==> src/rtl/demux16_scan_sched_pkg.sv <==
`default_nettype none
// ============================================================================
// Module   : demux16_pkg
// Brief    : Shared widths and FSM state encoding for the demux16 scan scheduler
// Revision : 1.0 - initial release
// ============================================================================
package demux16_pkg;

  localparam int NCH  = 16;
  localparam int SELW = 4;
  localparam int CNTW = 8;

  typedef enum logic [1:0] {
    S_IDLE  = 2'd0,
    S_DRIVE = 2'd1,
    S_GAP   = 2'd2
  } state_e;

endpackage
`default_nettype wire

==> src/rtl/demux16_scan_sched_if.sv <==
`default_nettype none
// ============================================================================
// Module   : demux16_scan_sched_if
// Brief    : Control and demux-drive signals between CSR logic and the scheduler
// Revision : 1.0 - initial release
// ============================================================================
interface demux16_scan_sched_if;
  import demux16_pkg::*;

  logic            start;
  logic            abort;
  logic [NCH-1:0]  mask;
  logic [SELW-1:0] sel;
  logic            en_n;
  logic            busy;
  logic            done;

  modport master (
    output start, abort, mask,
    input  sel, en_n, busy, done
  );

  modport slave (
    input  start, abort, mask,
    output sel, en_n, busy, done
  );

endinterface
`default_nettype wire

==> src/rtl/demux16_scan_sched_next_ch.sv <==
`default_nettype none
// ============================================================================
// Module   : demux16_next_ch
// Brief    : Finds the lowest set mask bit, or the lowest set bit above cur
// Revision : 1.0 - initial release
// ============================================================================
module demux16_next_ch
  import demux16_pkg::*;
(
  input  logic [NCH-1:0]  mask_i,
  input  logic [SELW-1:0] cur_i,
  input  logic            first_i,
  output logic [SELW-1:0] nxt_o,
  output logic            found_o
);

  // Scan downward so the last hit taken is the lowest qualifying bit.
  always_comb begin
    nxt_o   = '0;
    found_o = 1'b0;
    for (int i = NCH - 1; i >= 0; i--) begin
      if (mask_i[i] && (first_i || (SELW'(i) > cur_i))) begin
        nxt_o   = SELW'(i);
        found_o = 1'b1;
      end
    end
  end

endmodule
`default_nettype wire

==> src/rtl/demux16_scan_sched.sv <==
`default_nettype none
// ============================================================================
// Module   : demux16_scan_sched
// Brief    : Scan scheduler driving demux1_16 select/enable over a channel mask.
//            DEMUX16_SCAN_CONT_EN selects continuous (wrapping) scan.
// Revision : 1.0 - initial release
// ============================================================================
module demux16_scan_sched
  import demux16_pkg::*;
#(
  parameter int DWELL = 4,
  parameter int GAP   = 1
)(
  input  logic               clk,
  input  logic               rst,
  demux16_scan_sched_if.slave bus_if
);

  localparam logic [CNTW-1:0] DWELL_LD = CNTW'(DWELL - 1);
  localparam logic [CNTW-1:0] GAP_LD   = CNTW'((GAP > 0) ? GAP - 1 : 0);

  state_e          state_q, state_d;
  logic [SELW-1:0] sel_q, sel_d;
  logic            en_n_q, en_n_d;
  logic            busy_q, busy_d;
  logic            done_q, done_d;
  logic [CNTW-1:0] cnt_q, cnt_d;
  logic [NCH-1:0]  mask_q, mask_d;

  logic            lk_first;
  logic [NCH-1:0]  lk_mask;
  logic [SELW-1:0] nxt;
  logic            found;
  logic            has_next;
  logic [SELW-1:0] nsel;

  // In IDLE the lookup sees the live mask for the start decision; otherwise the frozen copy.
  assign lk_first = (state_q == S_IDLE);
  assign lk_mask  = lk_first ? bus_if.mask : mask_q;

  demux16_next_ch u_next_ch (
    .mask_i  (lk_mask),
    .cur_i   (sel_q),
    .first_i (lk_first),
    .nxt_o   (nxt),
    .found_o (found)
  );

`ifdef DEMUX16_SCAN_CONT_EN
  logic [SELW-1:0] first_q, first_d;
  assign has_next = 1'b1;
  assign nsel     = found ? nxt : first_q;
`else
  assign has_next = found;
  assign nsel     = nxt;
`endif

  always_ff @(posedge clk) begin
    if (rst) begin
      state_q <= S_IDLE;
      sel_q   <= '0;
      en_n_q  <= 1'b1;
      busy_q  <= 1'b0;
      done_q  <= 1'b0;
      cnt_q   <= '0;
      mask_q  <= '0;
`ifdef DEMUX16_SCAN_CONT_EN
      first_q <= '0;
`endif
    end else begin
      state_q <= state_d;
      sel_q   <= sel_d;
      en_n_q  <= en_n_d;
      busy_q  <= busy_d;
      done_q  <= done_d;
      cnt_q   <= cnt_d;
      mask_q  <= mask_d;
`ifdef DEMUX16_SCAN_CONT_EN
      first_q <= first_d;
`endif
    end
  end

  always_comb begin
    state_d = state_q;
    sel_d   = sel_q;
    en_n_d  = en_n_q;
    busy_d  = busy_q;
    done_d  = 1'b0;
    cnt_d   = cnt_q;
    mask_d  = mask_q;
`ifdef DEMUX16_SCAN_CONT_EN
    first_d = first_q;
`endif
    if (bus_if.abort) begin
      state_d = S_IDLE;
      en_n_d  = 1'b1;
      busy_d  = 1'b0;
    end else begin
      case (state_q)
        S_IDLE: begin
          if (bus_if.start) begin
            if (found) begin
              state_d = S_DRIVE;
              mask_d  = bus_if.mask;
              sel_d   = nxt;
              en_n_d  = 1'b0;
              busy_d  = 1'b1;
              cnt_d   = DWELL_LD;
`ifdef DEMUX16_SCAN_CONT_EN
              first_d = nxt;
`endif
            end else begin
              done_d = 1'b1;
            end
          end
        end
        S_DRIVE: begin
          if (cnt_q != '0) begin
            cnt_d = cnt_q - 1'b1;
          end else if (!has_next) begin
            state_d = S_IDLE;
            en_n_d  = 1'b1;
            busy_d  = 1'b0;
            done_d  = 1'b1;
          end else if (GAP > 0) begin
            state_d = S_GAP;
            en_n_d  = 1'b1;
            cnt_d   = GAP_LD;
          end else begin
            sel_d = nsel;
            cnt_d = DWELL_LD;
          end
        end
        S_GAP: begin
          if (cnt_q != '0) begin
            cnt_d = cnt_q - 1'b1;
          end else begin
            state_d = S_DRIVE;
            sel_d   = nsel;
            en_n_d  = 1'b0;
            cnt_d   = DWELL_LD;
          end
        end
        default: begin
          state_d = S_IDLE;
          en_n_d  = 1'b1;
          busy_d  = 1'b0;
        end
      endcase
    end
  end

  assign bus_if.sel  = sel_q;
  assign bus_if.en_n = en_n_q;
  assign bus_if.busy = busy_q;
  assign bus_if.done = done_q;

endmodule
`default_nettype wire
==> src/flat_wrapper.sv <==
// flat-port wrapper written by rule: the top's interface ports become plain ports
module demux16_scan_sched_flat import demux16_pkg::*;
#(
  parameter int DWELL = 4,
  parameter int GAP   = 1
)
  (clk, rst, bus_if_start, bus_if_abort, bus_if_mask, bus_if_sel, bus_if_en_n, bus_if_busy, bus_if_done);
  demux16_scan_sched_if bus_if_i ();
  input  logic clk;
  input  logic rst;
  input wire logic [$bits(bus_if_i.start)-1:0] bus_if_start;
  input wire logic [$bits(bus_if_i.abort)-1:0] bus_if_abort;
  input wire logic [$bits(bus_if_i.mask)-1:0] bus_if_mask;
  output wire logic [$bits(bus_if_i.sel)-1:0] bus_if_sel;
  output wire logic [$bits(bus_if_i.en_n)-1:0] bus_if_en_n;
  output wire logic [$bits(bus_if_i.busy)-1:0] bus_if_busy;
  output wire logic [$bits(bus_if_i.done)-1:0] bus_if_done;
  assign bus_if_i.start = bus_if_start;
  assign bus_if_i.abort = bus_if_abort;
  assign bus_if_i.mask = bus_if_mask;
  assign bus_if_sel = bus_if_i.sel;
  assign bus_if_en_n = bus_if_i.en_n;
  assign bus_if_busy = bus_if_i.busy;
  assign bus_if_done = bus_if_i.done;
  demux16_scan_sched #(.DWELL(DWELL), .GAP(GAP)) u_core (.clk(clk), .rst(rst), .bus_if(bus_if_i));
endmodule
==> config.mk <==
export PLATFORM = sky130hd
export DESIGN_NAME = demux16_scan_sched_flat
export DESIGN_NICKNAME = d
export VERILOG_FILES = /design/src/rtl/demux16_scan_sched_pkg.sv /design/src/rtl/demux16_scan_sched_if.sv /design/src/rtl/demux16_scan_sched_next_ch.sv /design/src/rtl/demux16_scan_sched.sv /design/src/flat_wrapper.sv
export SDC_FILE = /design/constraint.sdc
export NUM_CORES = 1
export LEC_CHECK = 0
export ABC_AREA = 1
export BUFFER_PORTS_ARGS = -buffer_cell sky130_fd_sc_hd__buf_2
export CAP_MARGIN = 20
export CORE_MARGIN = 3
export CORE_UTILIZATION = 50
export CTS_BUF_LIST = sky130_fd_sc_hd__clkbuf_4
export DETAILED_ROUTE_END_ITERATION = 16
export GPL_TIMING_DRIVEN = 0
export PLACE_DENSITY = 0.83
export SLEW_MARGIN = 20
export SYNTH_ARGS = -nofsm -noshare
export SYNTH_HDL_FRONTEND = slang
export SYNTH_SLANG_ARGS = --single-unit
==> constraint.sdc <==
create_clock -name clk -period 4.27 [get_ports clk]
set_clock_uncertainty 0.15 [all_clocks]
set_input_delay 0.854 -clock clk [delete_from_list [all_inputs] [get_ports clk]]
set_output_delay 0.854 -clock clk [all_outputs]
set_load 0.02 [all_outputs]
# [After elaboration in Yosys (flattened, before gate mapping)]
# Index checks and enable logic that the tools add are counted.
[classes] reduce_logical=42 bitwise=2 mux=63 n_eq_ne=8 order_cmp=16 addsub=1
[op_table] cell="2-to-1 mux 4 bit" count=19
[op_table] cell="2-to-1 mux 8 bit" count=5
[op_table] cell="> comparator 4 bit (first input constant)" count=8
[op_table] cell="2-to-1 mux 1 bit" count=27
[op_table] cell="one-hot mux 8 bit (3 select lines)" count=1
[op_table] cell="> comparator 3 x 4 -> 1 bit (first input constant)" count=4
[op_table] cell="logical AND 1 bit" count=16
[op_table] cell="logical OR 1 bit" count=16
[op_table] cell="2-to-1 mux 16 bit" count=1
[op_table] cell="AND reduction 5 bit" count=3
[op_table] cell="2-to-1 mux 2 bit" count=5
[op_table] cell="!= test 2 bit (second input constant)" count=5
[op_table] cell="> comparator 1 x 4 -> 1 bit (first input constant)" count=2
[op_table] cell="> comparator 2 x 4 -> 1 bit (first input constant)" count=2
[op_table] cell="one-hot mux 4 bit (2 select lines)" count=1
[op_table] cell="AND reduction 4 bit" count=2
[op_table] cell="nonzero test 8 bit" count=1
[op_table] cell="subtractor 8 x 1 -> 8 bit (second input constant)" count=1
[op_table] cell="one-hot mux 1 bit (3 select lines)" count=2
[op_table] cell="one-hot mux 2 bit (3 select lines)" count=1
[op_table] cell="!= test 3 x 1 -> 1 bit (second input constant)" count=1
[op_table] cell="nonzero test 3 bit" count=1
[op_table] cell="equality test 2 x 1 -> 1 bit (second input constant)" count=1
[op_table] cell="equality test 2 bit (second input constant)" count=1
[op_table] cell="other kinds (5)" count=6
[totals] wordCells=139 in_bits=20 out_inout_bits=7 reg_bits=33

# [Depth between registers and ports, before layout]
# Gate-level depths: netlist (run 1).
[depth] ltp_word=22 mapped_depth=24 depth_no_buf=22

# [Modules after synthesis]
# A second synthesis (run 1) with hierarchy kept.
[unflattened] hier_cells=355 area_unflattened_um2=2197.1
[modules_own_cells] mod="demux16_scan_sched" instances=1 seq_area_each_um2=660.6 area_each_um2=1814.2 cells_per_inst=280
[modules_own_cells] mod="demux16_next_ch" instances=1 seq_area_each_um2=0.0 area_each_um2=382.9 cells_per_inst=75

# [Least setup slack after synthesis (run 1)]
# No wires, ideal clock.
[synth_path] kind="reg-to-reg" startpoint="reg u_core.state_q[0]" endpoint="reg u_core.cnt_q[6]" required_ns=4.004 stages_incl_launch_ff=19 n_path_buf=3 setup_ns=0.116 setup_slack_ns=1.792 arrival_ns=2.212 synth_period_minus_slack_ns=2.478 path_cell_list="dfxtp_1 inv_1 ha_1 buf_6 buf_6 nand2_2 inv_1 a31oi_1 nand2_1 nor2_2 nand2_2 nor2_4 nand3_2 nand2_2 nor2_4 buf_6 nand3b_1 xor2_1 nor2_1"
[synth_via] elab_chain_len=21 word_cells_on_any_way=58 classes_between="eq/ne: 5; mux: 18; reduce/logical: 35"
[synth_rtl] item="from (decl)" line_no="demux16_scan_sched.sv:22" text="state_e state_q, state_d;"
[synth_rtl] item="from (signal assigned)" line_no="demux16_scan_sched.sv:71" text="state_q <= state_d;"
[synth_rtl] item="zero test 2 bit *" line_no="demux16_scan_sched.sv:38" text="assign lk_first = (state_q == S_IDLE);"
[synth_rtl] item="via u_core.lk_first" line_no="demux16_scan_sched.sv:30" text="logic lk_first;"
[synth_rtl] item="2-to-1 mux 16 bit / logical OR 1 bit (equally long branches)" line_no="demux16_scan_sched.sv:39, demux16_scan_sched_next_ch.sv:22"
[synth_rtl] item="logical AND 1 bit" line_no="demux16_scan_sched_next_ch.sv:22" text="if (mask_i[i] && (first_i || (SELW'(i) > cur_i))) begin"
[synth_rtl] item="2-to-1 mux 1 bit (16 in series)" line_no="demux16_scan_sched_next_ch.sv:22"
[synth_rtl] item="!= test 3 x 1 -> 1 bit (no line) / != test 2 bit (equally long branches)"
[synth_rtl] item="AND reduction 5 bit (no line)"
[synth_rtl] item="to (signal assigned)" line_no="demux16_scan_sched.sv:76" text="cnt_q <= cnt_d;"
[synth_rtl] item="to (decl)" line_no="demux16_scan_sched.sv:27" text="logic [CNTW-1:0] cnt_q, cnt_d;"
# The timed path passes the listed nets; every way through them passes the cells marked *.
# A chain may end at the register's enable or synchronous reset.

# [Final worst setup path (run 1)]
# Same ends and word-level chain as after synthesis.

==> results.toml, run 1 <==
[pwr]
p_per_area_nw_per_um2 = 348
ir_drop_mv = 0.223
cellLeakagePower_nw = 1.03

[drt]
drc = 0
num_vias = 1929
met1_length_um = 2030
routedWlPerCell_um = 12.0
ant_nets = 0
drt_first_pass_iters = 4
initialDrtViolationCount = 136
highest_layer = "met4"
via_per_inst = 5.21
drt-total-wl_um = 4440
wl_met3_um = 217
wl_met2_um = 2130

[cts]
clk_latency_ps = 340
clk_pin_slew_ps = 100
cts-buffers-inserted = 5
cts_tree = "built"
cts_buffer_depth = 2
h-tree-depth = 2
post-cts-setup-buffers = 0
root_buffer = "clkbuf_4"
clkSinkCount = 32
cts_resized = 0
hold_buffers = 0

[sta]
rsz0062_at_grt = "false"
fin_hold_ws_ps = 322
slew_headroom = 0.707
finalCritPeriodShare = 0.658
tightest_slew_ps = 440
drv_slew = 0
finalSetupTns_ps = 0
post-route-min-period_ps = 2810
finalHoldViolations = 0
max_freq_mhz = 356
setup_viol = 0

[die]
core_um2 = 3740
initial_core_util = 0.530
die_h_um = 69.0
die_area_um2 = 4760
ioPinCount = 27
die_x_um = 69.0
rows = 22

[synth]
synth-seq-area-share = 0.323
synth-compound-area-share = 0.187
ys_seq_elements = 32
synthDistinctLibCells = 39
yosys.area_share.simple = 0.334
synthAdderAreaFrac = 0.0442
ys_warn_count = 0
yosys.area.top_type = "dfxtp_1"
synth_top_area_frac = 0.323
async_flop_share = 0
yosys-top-cells-area = "dfxtp_1, nand2_1, nor2_1, o21ai_0, inv_1"
syn_inst = 289
synth_edf_count = 0
synth_area_um2 = 1980
synth_top_family_by_area = "simple AND/OR/NAND/NOR gates"
syn_avg_cell_area_um2 = 6.86
synthMuxAreaShare = 0
synth-xor-area-share = 0.0132
synth_flop_cell = "dfxtp_1"
syn_nets = 316

[setup_path]
cp_common_cell = "buf_6"
crit_buf_inv = 5
cp_slowest_cell = "dfxtp_1"
cp-end-kind = "register"
max_stage_delay_ps = 410
path_cells = "inv_1 -> ha_1 -> buf_6 -> buf_6 -> nand2_1 -> inv_1 -> a31oi_1 -> nand2_1 -> nor2_2 -> nand2_2 -> nor2_4 -> nand3_2 -> nand2_2 -> nor2_4 -> buf_6 -> nand3b_1 -> xor2_1 -> nor2_1"
crit_family = "simple AND/OR/NAND/NOR gates"
crit_type = "reg2reg"
setup.worst_path.start_class = "register"
crit_arrival_ps = 2910
reg2reg_slack_ps = 1460
critPathMaxFanout = 10
required_ps = 4370

[grt]
grt_pass1_vias = 1741
grt_max_degree = 11
antenna_found_initial = 0
grt_use_total = 0.202
grt_pass1_wl_um = 7250
grt_overflow = 0

[outcome]
outcome = "completed"

[placed_design]
io_buffers = 26
dp_hpwl_um = 3350
gp_congestion = 0.981

[layout]
area_delta_synth_final_pct = 11.9
drive_above_1_share = 0.202
post-route-util = 0.593
antennaDiodeCount = 0
final_nets = 349

[hold_path]
hold_class = "reg2reg"

[job]
maxCapViolCount = 0
## per-stage QoR
stage | instance area [µm²] | instances | power, W | worst slack (ps)
floorplan | 1980 | 289 | 0.000551 | 1790
global placement | 2170 | 363 | 0.000609 | 1550
detailed placement | 2170 | 363 | 0.000615 | 1490
CTS | 2220 | 370 | 0.000772 | 1480
global route | 2220 | 370 | 0.000825 | 1130
finish | 2220 | 370 | 0.000772 | 1460
## registers in the layout (all words and copies together) (netlist names)
signal / cells
u_core.bus_if.busy: 1
u_core.cnt_q: 8
u_core.state_q: 2
u_core.mask_q: 15
u_core.bus_if.sel: 4
u_core.bus_if.en_n: 1
u_core.bus_if.done: 1
## logic make-up after synthesis
group           after synthesis
simple gates                145
compound gates               63
flops                        32
fa+ha+maj                     7
buf+inv                      39
xor+xnor                      3
## area by class of cell
class	count	area (µm²)
well taps	48	60.1
flip-flops and latches	32	641
multi-input cells	218	1150
inverters	29	111
fillers	361	1530
clock buffers	5	37.5
clock inverters	2	7.51
plain buffers	10	85.1
repair buffers	26	130
## cell usage after synthesis (2+ instances only)
master,number
o21ai_2,2
dfxtp_1,32
nor2_4,2
nor3_4,2
nand3_1,8
inv_1,26
ha_1,7
nand2_2,8
nor3_1,3
nand4_1,2
nor2_1,49
xor2_1,3
a31oi_1,6
o21a_1,2
nand2_1,61
buf_6,6
a21oi_1,12
o21ai_1,2
o31ai_1,2
buf_2,2
o21ai_0,29
o22ai_1,2
nor2_2,5
## report_power, final
part / switching [W] / internal (W)
Combinational: 0.000166 / 0.0000969
Sequential: 0.0000220 / 0.000326
Clock: 0.000103 / 0.0000573
## worst paths after layout
kind | from | endpoint | cells after the start
worst max-delay path | u_core.state_q[0] | u_core.cnt_q[6] | 18
worst min-delay path | u_core.mask_q[9] | u_core.mask_q[9] | 2
worst max register to register | u_core.state_q[0] | u_core.cnt_q[6] | 18
worst min register to register | u_core.mask_q[9] | u_core.mask_q[9] | 2
## cells in the final DEF (no fill, tap or decap), types with 2 or more instances in the layout
master and n:
o22ai_1 2, nand3_1 8, nand4_1 2, o31ai_1 2
o21a_1 2, nand2_1 61, a21oi_1 12, clkbuf_4 5
nor3_1 3, buf_6 6, buf_2 28, xor2_1 3
nor2_4 2, clkinv_1 3, inv_1 26, nand2_2 8
o21ai_1 2, nor2_2 5, dfxtp_1 32, nor3_4 2
a31oi_1 6, o21ai_2 2, ha_1 7, nor2_1 49
o21ai_0 29
## per-layer routing
layer / up-vias / track usage
met1: 866 / 0.242
met4: 0 / 0.0803
met5: - / 0
li1: 1003 / -
met2: 51 / 0.350
met3: 9 / 0.0421
## worst register-to-register path: stages (launching register included)
cell,delay (ps)
dfxtp_1,410
inv_1,100
ha_1,230
buf_6,150
buf_6,140
nand2_1,60
inv_1,40
a31oi_1,190
nand2_1,120
nor2_2,160
nand2_2,100
nor2_4,160
nand3_2,120
nand2_2,120
nor2_4,50
buf_6,130
nand3b_1,90
xor2_1,150
nor2_1,50
(Power assumes the default switching activity.)
==> run 2: changes to the inputs <==
Settings changed: PLACE_DENSITY 0.83 to 0.86.
Clock period 4.27 ns to 2.5 ns, I/O delays scaled along.
==> results.toml, run 2 (synthesized netlist as in run 1, its figures left out) <==
[outcome]
violations = "negative setup slack"
outcome = "finished, violations left"

[layout]
largest_register_ffs = 15
final_nets = 381
n_fill_cell = 273
area_delta_synth_final_pct = 35.2
largest-register = "u_core.mask_q"
post-route-util = 0.716
final_cell_mix = "nand2_1, nor2_1, dfxtp_1, buf_2, buf_4"
drive_above_1_share = 0.355
antennaDiodeCount = 0
final_common_cell = "nand2_1"

[setup_path]
r2r-start = "u_core.bus_if.sel[1]"
setup.worst_path.start_class = "register"
cp_slowest_cell = "dfxtp_1"
crit_family = "simple AND/OR/NAND/NOR gates"
cp.depth = 13
crit_type = "reg2reg"
reg2reg_to = "u_core.bus_if.busy"
cp_common_cell = "nor2_4"
cp-startpoint = "u_core.bus_if.sel[1]"
critPathMaxFanout = 8
reg2reg_slack_ps = -140
setup.worst_path.end = "u_core.bus_if.busy"
max_stage_delay_ps = 550
cp-end-kind = "register"
path_cells = "nand2_1 -> clkinv_1 -> o21ai_0 -> o21ai_1 -> nand2_2 -> nor2_4 -> nand2_4 -> nor2_4 -> buf_4 -> nor2_1 -> nor3_2 -> a21oi_1 -> a211oi_1"
r2r_cells = 13
crit_buf_inv = 2
required_ps = 2580
crit_arrival_ps = 2710

[die]
ioPinCount = 27
die_x_um = 69.0
die_area_um2 = 4760
die_h_um = 69.0
rows = 22
initial_core_util = 0.530
core_um2 = 3740

[sta]
post-route-min-period_ps = 2640
tightest_slew_ps = 450
fin_ws_ps = -135
drv_slew = 0
slew_headroom = 0.700
finalSetupTns_ps = -846
finalCritPeriodShare = 1.05
rsz0062_at_grt = "true"
finalHoldViolations = 0
max_freq_mhz = 379
fin_hold_ws_ps = 240
setup_viol = 13

[cts]
clkSinkCount = 32
clk_pin_slew_ps = 100
h-tree-depth = 2
cts_tree = "built"
root_buffer = "clkbuf_4"
cts-buffers-inserted = 5
cts_buffer_depth = 2
clk_latency_ps = 340

[drt]
drc = 0
drt-total-wl_um = 5960
num_vias = 2206
via_per_inst = 5.47
routedWlPerCell_um = 14.8
drt_first_pass_iters = 5
ant_nets = 0
initialDrtViolationCount = 175

[hold_path]
hold_class = "in2reg"

[grt]
grt_max_degree = 11
grt_pass1_wl_um = 7800
grt_pass1_vias = 1853
antenna_found_initial = 0
grt_overflow = 0
grt_use_total = 0.220

[placed_design]
io_buffers = 26
dp_hpwl_um = 3370
gp_congestion = 0.947

[job]
maxCapViolCount = 0

[pwr]
ir_drop_mv = 0.316
power_w = 0.00155
p_per_area_nw_per_um2 = 580
cellLeakagePower_nw = 1.23
-- run 2: repair_timing --
action,in CTS,in global routing
endpoints found under the setup margin,28,29
resized for setup,10,51
pin swaps,11,22
buffers inserted,11,15
hold buffers,0,0
cloned,3,3
-- run 2: worst min-delay path by stage --
| stage | start | endpoint | slack (ps) | cells after the start |
|---|---|---|---|---|
| 2_1_floorplan | u_core.mask_q[11] | u_core.mask_q[11] | 270 | 2 |
| 3_3_place_gp | u_core.mask_q[11] | u_core.mask_q[11] | 290 | 2 |
| 3_5_place_dp | u_core.mask_q[2] | u_core.mask_q[2] | 300 | 2 |
| 4_1_cts | rst | u_core.bus_if.sel[2] | 220 | 2 |
| 5_1_grt | rst | u_core.bus_if.sel[1] | 240 | 2 |
| 6_report | rst | u_core.bus_if.sel[2] | 240 | 2 |
-- run 2: worst register-to-register path, cell delays in order (launching register included) --
cell and delay, ps:
dfxtp_1 550, nand2_1 160, clkinv_1 110, o21ai_0 90
o21ai_1 240, nand2_2 130, nor2_4 150, nand2_4 80
nor2_4 170, buf_4 140, nor2_1 50, nor3_2 140
a21oi_1 90, a211oi_1 290
-- run 2: area by class of cell --
type	count	area, µm²	share of cell area
Buffer	10	105	0.0392
Timing Repair Buffer	58	412	0.154
Clock inverter	1	3.75	0.00140
Sequential cell	32	643	0.240
Clock buffer	7	52.6	0.0196
Inverter	29	116	0.0434
Tap cell	48	60.1	0.0224
Multi-Input combinational cell	218	1290	0.481
-- run 2: metal layers --
layer	wire [µm]	track usage
met1	2310	0.265
met2	3010	0.373
met3	452	0.0486
met4	186	0.0998
met5	0	0
-- run 2: metrics by stage --
stage,cells,setup slack [ps],instance area (µm²)
after floorplan,289,22.1,1980
after global routing,403,-241,2680
after CTS,385,-44.8,2350
after detailed placement,363,-292,2170
final,403,-135,2680
after global placement,363,-223,2170
-- run 2: power breakdown --
part           total [W]  switching, W  internal, W
registers       0.000600     0.0000427     0.000557
logic           0.000643      0.000370     0.000272
clock network   0.000311      0.000182     0.000130
==> run 3: changes to the inputs <==
Settings changed: CORE_UTILIZATION 50 to 35, PLACE_DENSITY 0.86 to 0.67.
==> results.toml, run 3 (synthesized netlist as in run 1, its figures left out) <==
[cts]
h-tree-depth = 2
cts_buffer_depth = 2
clk_latency_ps = 350
cts-buffers-inserted = 5
root_buffer = "clkbuf_4"
cts_tree = "built"
clkSinkCount = 32
clk_pin_slew_ps = 110

[job]
maxCapViolCount = 0

[layout]
n_fill_cell = 526
area_delta_synth_final_pct = 35.1
largest-register = "u_core.mask_q"
antennaDiodeCount = 0
final_cell_mix = "nand2_1, nor2_1, buf_4, dfxtp_1, buf_2"
largest_register_ffs = 15
post-route-util = 0.505
final_common_cell = "nand2_1"
drive_above_1_share = 0.362
fin_area_um2 = 2680
final_nets = 381

[drt]
drc = 0
initialDrtViolationCount = 96
num_vias = 2115
routedWlPerCell_um = 13.5
drt_first_pass_iters = 4
ant_nets = 0
drt-total-wl_um = 5730
via_per_inst = 4.99

[sta]
tightest_slew_ps = 510
drv_slew = 0
finalCritPeriodShare = 1.02
rsz0062_at_grt = "true"
fin_hold_ws_ps = 221
finalHoldViolations = 0
fin_ws_ps = -44.3
setup_viol = 4
finalSetupTns_ps = -65.6
slew_headroom = 0.660
post-route-min-period_ps = 2540
max_freq_mhz = 393

[placed_design]
postPlaceCellArea_um2 = 2200
dp_hpwl_um = 3560
gp_congestion = 0.895
io_buffers = 26

[die]
die_x_um = 81.3
initial_core_util = 0.374
die_area_um2 = 6610
die_h_um = 81.3
rows = 26
core_um2 = 5300
ioPinCount = 27

[grt]
grt_overflow = 0
grt_pass1_vias = 2000
grt_max_degree = 11
grt_use_total = 0.174
grt_pass1_wl_um = 8960
antenna_found_initial = 0

[pwr]
ir_drop_mv = 0.297
p_int_w = 0.000926
combPwrFrac = 0.419
swShare = 0.387
clkPwrFrac = 0.186
switchingPower_w = 0.000585
p_per_area_nw_per_um2 = 564
seqPwrFrac = 0.395
cellLeakagePower_nw = 1.23
power_w = 0.00151

[outcome]
violations = "negative setup slack"
outcome = "finished, violations left"

[setup_path]
max_stage_delay_ps = 350
required_ps = 2590
crit_family = "simple AND/OR/NAND/NOR gates"
crit_arrival_ps = 2640
cp-end-kind = "register"
crit_buf_inv = 5
setup.worst_path.start_class = "register"
path_cells = "inv_2 -> ha_4 -> buf_12 -> buf_8 -> nand2_4 -> inv_2 -> a31oi_4 -> nand2_2 -> nor2_4 -> nand2_4 -> nor2_4 -> nand3_2 -> nand2_2 -> nor2_4 -> buf_6 -> nand3b_1 -> xor2_1 -> nor2_1"
crit_type = "reg2reg"
cp_common_cell = "nor2_4"
critPathMaxFanout = 6
cp_slowest_cell = "dfxtp_2"

[hold_path]
hold_class = "in2reg"
==> run 3: cell type report <==
cell class,count,area [µm²],area share
Timing Repair Buffer,58,392,0.146
Clock buffer,5,37.5,0.0140
Multi-Input combinational cell,218,1290,0.482
Inverter,29,111,0.0416
Tap cell,70,87.6,0.0327
Sequential cell,32,643,0.240
Clock inverter,2,7.51,0.00280
Buffer,10,110,0.0411
==> run 3: path summary, 6_finish.rpt <==
| check | startpoint | endpoint | slack (ps) | depth (start not counted) |
|---|---|---|---|---|
| setup reg to reg | u_core.state_q[0] | u_core.cnt_q[6] | -40 | 18 |
| hold reg to reg | u_core.mask_q[11] | u_core.mask_q[11] | 310 | 2 |
| setup / recovery | u_core.state_q[0] | u_core.cnt_q[6] | -40 | 18 |
| hold / removal | rst | u_core.bus_if.sel[1] | 220 | 2 |
==> run 3: routing by layer <==
metal | vias to the layer above | global-route usage | wire [µm]
met5 | - | 0 | 0
met4 | 0 | 0.0625 | 116
met3 | 13 | 0.0333 | 286
met2 | 57 | 0.293 | 2860
met1 | 976 | 0.221 | 2470
li1 | 1069 | - | -
==> run 3: worst register-to-register path: cells and delay by family, from the launching register on <==
family | cells | cell delay (ps)
adder cells (fa/ha/maj) | 1 | 170
AO/OA/AOI/OAI | 1 | 170
flip-flops | 1 | 350
XOR/XNOR | 1 | 150
buffers and inverters | 5 | 500
AND/OR/NAND/NOR | 10 | 940
==> run 3: stage by stage <==
step           worst slack [ps]  cells
4_1_cts                   -49.6    412
3_5_place_dp               -318    385
2_1_floorplan              22.1    289
3_3_place_gp               -250    385
6_report                  -44.3    424
5_1_grt                    -191    424
==> run 3: power by group through the flow <==
stage	combinational (W)	clock, W	sequential [W]
floorplan	0.000332	0	0.000609
global placement	0.000446	0	0.000605
detailed placement	0.000450	0	0.000606
CTS	0.000541	0.000287	0.000594
global route	0.000696	0.000315	0.000602
finish	0.000634	0.000281	0.000596
==> run 3: repair_timing <==
action | 4_1_cts | 5_1_grt
pin swaps | 13 | 18
setup endpoints to repair | 29 | 30
gates resized for setup | 24 | 34
hold buffers | 0 | 0
endpoints found under the hold margin | 0 | 0
gates cloned | 3 | 1
setup buffers | 17 | 11
